**src/rtl/sd_block_writer.sv**
```systemverilog
// SPI-mode SD single-block writer: CMD24, 512 data bytes from sector RAM, data response, busy wait.
// Define SD_WR_CRC16_EN to send a CRC16-CCITT over the block; otherwise the CRC bytes are 0xFF 0xFF.
module sd_block_writer #(
  parameter int CLK_DIV     = 2,
  parameter int R1_POLL_MAX = 8,
  parameter int BUSY_MAX    = 65535
) (
  input  logic        clock_50r,
  input  logic        reset,
  input  logic        start,
  input  logic [31:0] block_addr,
  output logic        data_rd,
  output logic [8:0]  data_addr,
  input  logic [7:0]  data_in,
  output logic        busy,
  output logic        done,
  output logic [2:0]  err_code,
  output logic        SD_CS,
  output logic        SD_CLK,
  output logic        SD_OUT,
  input  logic        SD_IN
);
  localparam int DIV_W = (CLK_DIV > 1) ? $clog2(CLK_DIV) : 1;

  typedef enum logic [3:0] {
    S_IDLE, S_CMD, S_R1, S_GAP, S_TOKEN, S_DATA, S_CRC,
    S_DRESP, S_BUSY, S_FIN, S_END, S_DONE
  } state_t;

  state_t           state, state_nx;
  logic [31:0]      addr;
  logic [DIV_W-1:0] div;
  logic [2:0]       bit_cnt;
  logic [9:0]       byte_cnt, byte_cnt_nx;
  logic [15:0]      busy_cnt;
  logic [7:0]       tx_sh, rx_sh, dbuf, tx_nx;
  logic             rd_q, accept, byte_done, fail;
  logic [2:0]       fail_code;
`ifdef SD_WR_CRC16_EN
  logic [15:0]      crc;

  function automatic logic [15:0] crc16_step(input logic [15:0] c, input logic [7:0] d);
    logic [15:0] r;
    r = c ^ {d, 8'h00};
    for (int i = 0; i < 8; i++)
      r = r[15] ? ({r[14:0], 1'b0} ^ 16'h1021) : {r[14:0], 1'b0};
    return r;
  endfunction
`endif

  function automatic logic is_run(input state_t s);
    return s inside {S_CMD, S_R1, S_GAP, S_TOKEN, S_DATA, S_CRC, S_DRESP, S_BUSY, S_FIN};
  endfunction

  assign accept    = start && (state == S_IDLE || state == S_DONE);
  assign byte_done = is_run(state) && SD_CLK && (div == DIV_W'(CLK_DIV - 1)) && (bit_cnt == 3'd7);

  always_ff @(posedge clock_50r) begin
    if (reset) state <= S_IDLE;
    else       state <= state_nx;
  end

  always_comb begin
    state_nx    = state;
    byte_cnt_nx = byte_cnt;
    fail        = 1'b0;
    fail_code   = 3'd0;
    if (accept) begin
      state_nx    = S_CMD;
      byte_cnt_nx = 10'd0;
    end else if (state == S_END) begin
      state_nx = S_DONE;
    end else if (state == S_DONE) begin
      state_nx = S_IDLE;
    end else if (byte_done) begin
      byte_cnt_nx = byte_cnt + 10'd1;
      case (state)
        S_CMD:   if (byte_cnt == 10'd5) state_nx = S_R1;
        S_R1:
          if (rx_sh != 8'hFF) begin
            if (rx_sh == 8'h00) state_nx = S_GAP;
            else begin fail = 1'b1; fail_code = 3'd2; end
          end else if (byte_cnt == 10'(R1_POLL_MAX - 1)) begin
            fail = 1'b1; fail_code = 3'd1;
          end
        S_GAP:   state_nx = S_TOKEN;
        S_TOKEN: state_nx = S_DATA;
        S_DATA:  if (byte_cnt == 10'd511) state_nx = S_CRC;
        S_CRC:   if (byte_cnt == 10'd1) state_nx = S_DRESP;
        S_DRESP:
          if (rx_sh != 8'hFF) begin
            if (rx_sh[4:0] == 5'h05) state_nx = S_BUSY;
            else begin fail = 1'b1; fail_code = 3'd3; end
          end else if (byte_cnt == 10'(R1_POLL_MAX - 1)) begin
            fail = 1'b1; fail_code = 3'd3;
          end
        S_BUSY:
          if (rx_sh == 8'hFF) state_nx = S_FIN;
          else if (busy_cnt == 16'(BUSY_MAX - 1)) begin fail = 1'b1; fail_code = 3'd4; end
        S_FIN:   state_nx = S_END;
        default: ;
      endcase
      if (fail) state_nx = S_FIN;
      if (state_nx != state) byte_cnt_nx = 10'd0;
    end
  end

  always_comb begin
    SD_CS = 1'b1;
    busy  = 1'b1;
    done  = 1'b0;
    case (state)
      S_IDLE: busy = 1'b0;
      S_DONE: begin busy = 1'b0; done = 1'b1; end
      S_CMD, S_R1, S_GAP, S_TOKEN, S_DATA, S_CRC, S_DRESP, S_BUSY: SD_CS = 1'b0;
      default: ;
    endcase
  end

  // Byte chosen for the slot that starts when state_nx/byte_cnt_nx take effect
  always_comb begin
    tx_nx = 8'hFF;
    case (state_nx)
      S_CMD:
        case (byte_cnt_nx)
          10'd0:   tx_nx = 8'h58;
          10'd1:   tx_nx = addr[31:24];
          10'd2:   tx_nx = addr[23:16];
          10'd3:   tx_nx = addr[15:8];
          10'd4:   tx_nx = addr[7:0];
          default: tx_nx = 8'hFF;
        endcase
      S_TOKEN: tx_nx = 8'hFE;
      S_DATA:  tx_nx = dbuf;
`ifdef SD_WR_CRC16_EN
      S_CRC:   tx_nx = (byte_cnt_nx == 10'd0) ? crc[15:8] : crc[7:0];
`endif
      default: tx_nx = 8'hFF;
    endcase
  end

  always_ff @(posedge clock_50r) begin
    if (reset) begin
      byte_cnt <= 10'd0;
      busy_cnt <= 16'd0;
      err_code <= 3'd0;
    end else begin
      byte_cnt <= byte_cnt_nx;
      if (accept) begin
        busy_cnt <= 16'd0;
        err_code <= 3'd0;
      end else begin
        if (byte_done && state == S_BUSY && rx_sh != 8'hFF && busy_cnt != 16'hFFFF)
          busy_cnt <= busy_cnt + 16'd1;
        if (fail) err_code <= fail_code;
      end
    end
  end

  always_ff @(posedge clock_50r) begin
    if (accept) addr <= block_addr;
    if (rd_q)   dbuf <= data_in;
  end

  // SPI mode 0 shifter: MOSI changes while SCK is low, MISO sampled on the rising edge
  always_ff @(posedge clock_50r) begin
    if (reset) begin
      SD_CLK  <= 1'b0;
      SD_OUT  <= 1'b1;
      div     <= '0;
      bit_cnt <= 3'd0;
    end else if (accept || (byte_done && is_run(state_nx))) begin
      tx_sh   <= tx_nx;
      SD_OUT  <= tx_nx[7];
      SD_CLK  <= 1'b0;
      div     <= '0;
      bit_cnt <= 3'd0;
    end else if (!is_run(state)) begin
      SD_CLK  <= 1'b0;
      SD_OUT  <= 1'b1;
      div     <= '0;
      bit_cnt <= 3'd0;
    end else if (div == DIV_W'(CLK_DIV - 1)) begin
      div <= '0;
      if (!SD_CLK) begin
        SD_CLK <= 1'b1;
        rx_sh  <= {rx_sh[6:0], SD_IN};
      end else begin
        SD_CLK  <= 1'b0;
        bit_cnt <= bit_cnt + 3'd1;
        tx_sh   <= {tx_sh[6:0], 1'b1};
        SD_OUT  <= tx_sh[6];
      end
    end else begin
      div <= div + DIV_W'(1);
    end
  end

  // Prefetch one byte ahead: index n is strobed when byte n-1 is loaded into the shifter
  always_ff @(posedge clock_50r) begin
    if (reset) begin
      data_rd   <= 1'b0;
      data_addr <= 9'd0;
      rd_q      <= 1'b0;
    end else begin
      data_rd <= 1'b0;
      rd_q    <= data_rd;
      if (accept) begin
        data_addr <= 9'd0;
      end else if (byte_done && state == S_GAP) begin
        data_rd   <= 1'b1;
        data_addr <= 9'd0;
      end else if (byte_done && (state == S_TOKEN || (state == S_DATA && byte_cnt < 10'd510))) begin
        data_rd   <= 1'b1;
        data_addr <= data_addr + 9'd1;
      end
    end
  end

`ifdef SD_WR_CRC16_EN
  always_ff @(posedge clock_50r) begin
    if (accept)                             crc <= 16'h0000;
    else if (byte_done && state_nx == S_DATA) crc <= crc16_step(crc, tx_nx);
  end
`endif

endmodule

```
**config.mk**
```make
export PLATFORM = sky130hd
export DESIGN_NAME = sd_block_writer
export DESIGN_NICKNAME = d
export VERILOG_FILES = /design/src/rtl/sd_block_writer.sv
export SDC_FILE = /design/constraint.sdc
export NUM_CORES = 1
export LEC_CHECK = 0
export CAP_MARGIN = 20
export CORE_UTILIZATION = 40
export CTS_CLUSTER_DIAMETER = 30
export DETAILED_ROUTE_END_ITERATION = 10
export PLACE_DENSITY = 0.7
export REMOVE_ABC_BUFFERS = 1
export SLEW_MARGIN = 20
export SYNTH_ARGS = -nofsm -noshare
export SYNTH_HDL_FRONTEND = slang
export SYNTH_SLANG_ARGS = --single-unit
```
**constraint.sdc**
```tcl
create_clock -name clock_50r -period 3.52 [get_ports clock_50r]
set_input_delay 0.704 -clock clock_50r [delete_from_list [all_inputs] [get_ports clock_50r]]
set_output_delay 0.704 -clock clock_50r [all_outputs]
set_load 0.02 [all_outputs]
```
==> results_dict.tcl <==
set metrics [dict create \
    path_max_fanout 5 \
    synth-edff-count 55 \
    tightest_slew_ns 0.891 \
    cap_violations 0 \
    synth_seq_cells 105 \
    ys_warn_count 0 \
    outcome "complete, no violations" \
    post-route-min-period_ns 3.36 \
    slew_viol_final 0 \
    clkTransAtPathRegs_ns 0.07 \
    cp-end-kind "flip-flop" \
    peakVddDrop_mv 0.325 \
    wl_mm 12.3 \
    coreArea_um2 12600 \
    cpMaxStageDelayCell "or4_1" \
    use_met1 0.247 \
    p_per_area_nw_per_um2 387 \
    cp_cell_sequence "ha_1 > ha_1 > nand3_1 > or3_1 > or4_1 > o31ai_1 > nand4_1 > nor2_1 > nand4_1 > or3_1 > a32oi_1 > a21oi_1" \
    fin_ws_ns 0.162 \
    use_met3 0.0565 \
    drtIter0Drc 257 \
    vias 4281 \
    cts_max_path_buffers 2 \
    cts_tree "yes" \
    start_util 0.411 \
    hold_depth 2 \
    holdPathEnd "err_code[0]" \
    finalClockSkew_ns 0.00765 \
    grt_pass1_vias 3974 \
    antenna_left 0 \
    syn_avg_cell_area_um2 9.86 \
    grt_antenna_before_repair 0 \
    ff2ff_path_depth 12 \
    grtUsageMet2 0.298 \
    yosysSeqAreaShare 0.512 \
    rrSetupSlack_ns 0.16 \
    min_from "err_code[0]" \
    vias_per_cell 5.50 \
    rows 41 \
    hp-class "reg2reg" \
    synth_cell_types 62 \
    pin_count 62 \
    die_h_um 116 \
    start_kind "flip-flop" \
    die-area_um2 13400 \
    critical_path_class "reg2reg" \
    dpl_cell_area_um2 6120 \
    hpwl_mm 9.04 \
    hold_viol 0 \
    synth_area_um2 5180 \
    final_cells 778 \
    drt-pass1-iter-count 5 \
    drc_errors 0 \
    postLayoutCellArea_um2 6450 \
    cts_inserted_buffers 9 \
    grt_pass1_wl_mm 19.7 \
    fin_nets 652 \
    grt_max_degree 24 \
    grt_usage 0.191 \
    worstReg2RegStart "bit_cnt[0]" \
    holdWs_ns 0.465 \
    p_leak_nw 2.23 \
    top_usage_layer "met2" \
    maxSlewHeadroom 0.406 \
    areaGrowthSynthToFinish_pct 24.4 \
    rsz0062_at_grt "no" \
    setup_viol 0 \
    clk_latency_ns 0.35 \
    cts_root_buffer "clkbuf_16" \
    gp_congestion 0.933 \
    overflow 0 \
    antennaDiodeCount 0 \
    yosys_most_used_dff "edfxtp_1" \
    cp.arrival_ns 3.45 \
    wire_per_inst_um 15.8 \
    numPortBuffers 61 \
    fmax_mhz 298 \
    dpl_worst_slack_ns 0.140 \
    drive_gt1_frac 0.112 \
    cpLargestDelayFamily "simple AND/OR/NAND/NOR gates" \
    dieWidth_um 116 \
    r2r-end "tx_sh[1]" \
    path_buf_inv 0 \
    worstPathRequired_ns 3.62 \
    critPathMaxStageDelay_ns 0.54 \
    ctsHtreeMaxLevel 3 \
    finalCritPeriodShare 0.954 \
    async_reset_ff_frac 0 \
    syn-instance-count 526 \
    placed_cells 761 \
    cts.sinks 105 \
]
-- metal layers --
layer  wire length [um]  share of wire  vias up
met4                296          0.024        0
met5                  0              0        -
met1               5530           0.45     2017
met2               5810           0.47      138
li1                   -              -     2100
met3                680          0.055       26
-- cells by family (layout without fill, tap and decap cells) --
family	Yosys count	count (layout)	synth area share
AOI/OAI and AO/OA	101	101	0.132
buffers and inverters	37	116	0.0275
adders and majority gates	7	7	0.0169
muxes	10	10	0.0200
xor gates and xnor gates	33	33	0.0557
DFF	105	105	0.512
and+or+nand+nor	233	234	0.236
-- tightest hold or removal path: cells and delay by family, from the launching register on --
kind | cells | cell delay (ns)
AND/OR/NAND/NOR | 1 | 0.05
AO/OA/AOI/OAI | 1 | 0.05
flip-flops | 1 | 0.31
-- how the worst max path moves through the flow --
| stage | from | end | slack [ns] | cells past startpoint |
|---|---|---|---|---|
| after floorplan | state[1] | rx_sh[0] | -0.26 | 8 |
| after global placement | rx_sh[2] | tx_sh[3] | 0.23 | 9 |
| after detailed placement | rx_sh[2] | tx_sh[3] | 0.14 | 9 |
| after CTS | rx_sh[2] | tx_sh[3] | 0.1 | 9 |
| after global routing | bit_cnt[0] | tx_sh[1] | 0.009 | 12 |
| final | bit_cnt[0] | tx_sh[1] | 0.16 | 12 |
-- placed cells by master (no fill, tap or decap), types with 12 or more instances in the layout --
cell type | Yosys | final
dfxtp_1 | 50 | 49
nor2_1 | 60 | 60
and3_1 | 13 | 13
or3_1 | 12 | 12
a21oi_1 | 21 | 21
o21ai_0 | 21 | 21
nand3_1 | 23 | 23
buf_4 | 0 | 29
nand2_1 | 48 | 48
nand4_1 | 15 | 15
clkdlybuf4s50_1 | 0 | 61
edfxtp_1 | 55 | 55
xor2_1 | 20 | 20
xnor2_1 | 13 | 13
-- synthesized netlist by cell type (2+ instances only) --
library cell / number / share of area
nor2_1: 60 / 0.043
mux2_2: 3 / 0.0065
nor3_1: 12 / 0.012
xnor2_1: 13 / 0.022
a22oi_1: 3 / 0.0043
xor2_1: 20 / 0.034
nand3b_1: 2 / 0.0029
buf_2: 3 / 0.0029
nor2b_1: 5 / 0.0060
ha_1: 7 / 0.017
nor3_2: 2 / 0.0039
and2_1: 6 / 0.0072
nor4b_1: 2 / 0.0034
dfxtp_1: 50 / 0.19
inv_1: 10 / 0.0072
a21o_1: 2 / 0.0029
clkbuf_1: 21 / 0.015
buf_1: 3 / 0.0022
a221oi_1: 3 / 0.0051
a211oi_1: 8 / 0.012
and3_1: 13 / 0.016
o21ai_0: 21 / 0.020
nor4_1: 5 / 0.0060
nand2b_1: 6 / 0.0072
mux2i_1: 7 / 0.014
a31o_2: 3 / 0.0051
a21oi_1: 21 / 0.020
nand3_1: 23 / 0.022
o21ai_1: 2 / 0.0019
or4_1: 3 / 0.0043
o22ai_1: 6 / 0.0072
nor3b_1: 3 / 0.0043
and4_1: 5 / 0.0084
or2_2: 3 / 0.0036
a31oi_1: 11 / 0.013
or3_1: 12 / 0.014
nand4_1: 15 / 0.018
or4b_1: 2 / 0.0039
edfxtp_1: 55 / 0.32
nand2_1: 48 / 0.035
o31ai_1: 4 / 0.0058
o21a_1: 3 / 0.0043
-- power by group --
group	internal, mW	leakage, nW	total [mW]	switching [mW]
Sequential	1.32	0.916	1.34	0.0164
Clock	0.550	0.137	1.00	0.450
Combinational	0.0811	1.18	0.159	0.0780
Total	1.95	2.23	2.50	0.545
-- flip-flops by register name (all words and copies together) (netlist names), 3 cells and up --
signal and flops:
state 4, dbuf 8, rx_sh 8, err_code 3
tx_sh 7, byte_cnt 10, addr 32, bit_cnt 3
busy_cnt 16, data_addr 9
-- cell type report --
class / count / area (um^2)
Clock buffer: 9 / 225
Inverter: 10 / 37.5
Tap cell: 172 / 215
Sequential cell: 105 / 2650
Multi-Input combinational cell: 385 / 2420
Clock inverter: 7 / 71.3
Timing Repair Buffer: 90 / 828
Fill cell: 1137 / 6170
-- per-stage QoR --
| stage | utilization | TNS [ns] | total power, mW |
|---|---|---|---|
| CTS | 0.509 | 0 | 2.52 |
| finish | 0.511 | 0 | 2.50 |
| detailed placement | 0.485 | 0 | 1.52 |
| global route | 0.511 | 0 | 2.58 |
| floorplan | - | -2.08 | 1.43 |
| global placement | 0.485 | 0 | 1.52 |
-- what timing repair did --
item                       CTS  global route
hold buffers                 0             0
gates resized for setup      0             5
setup buffers                0             0
setup endpoints to repair    0            12
Power figures use the tool's default switching activity.
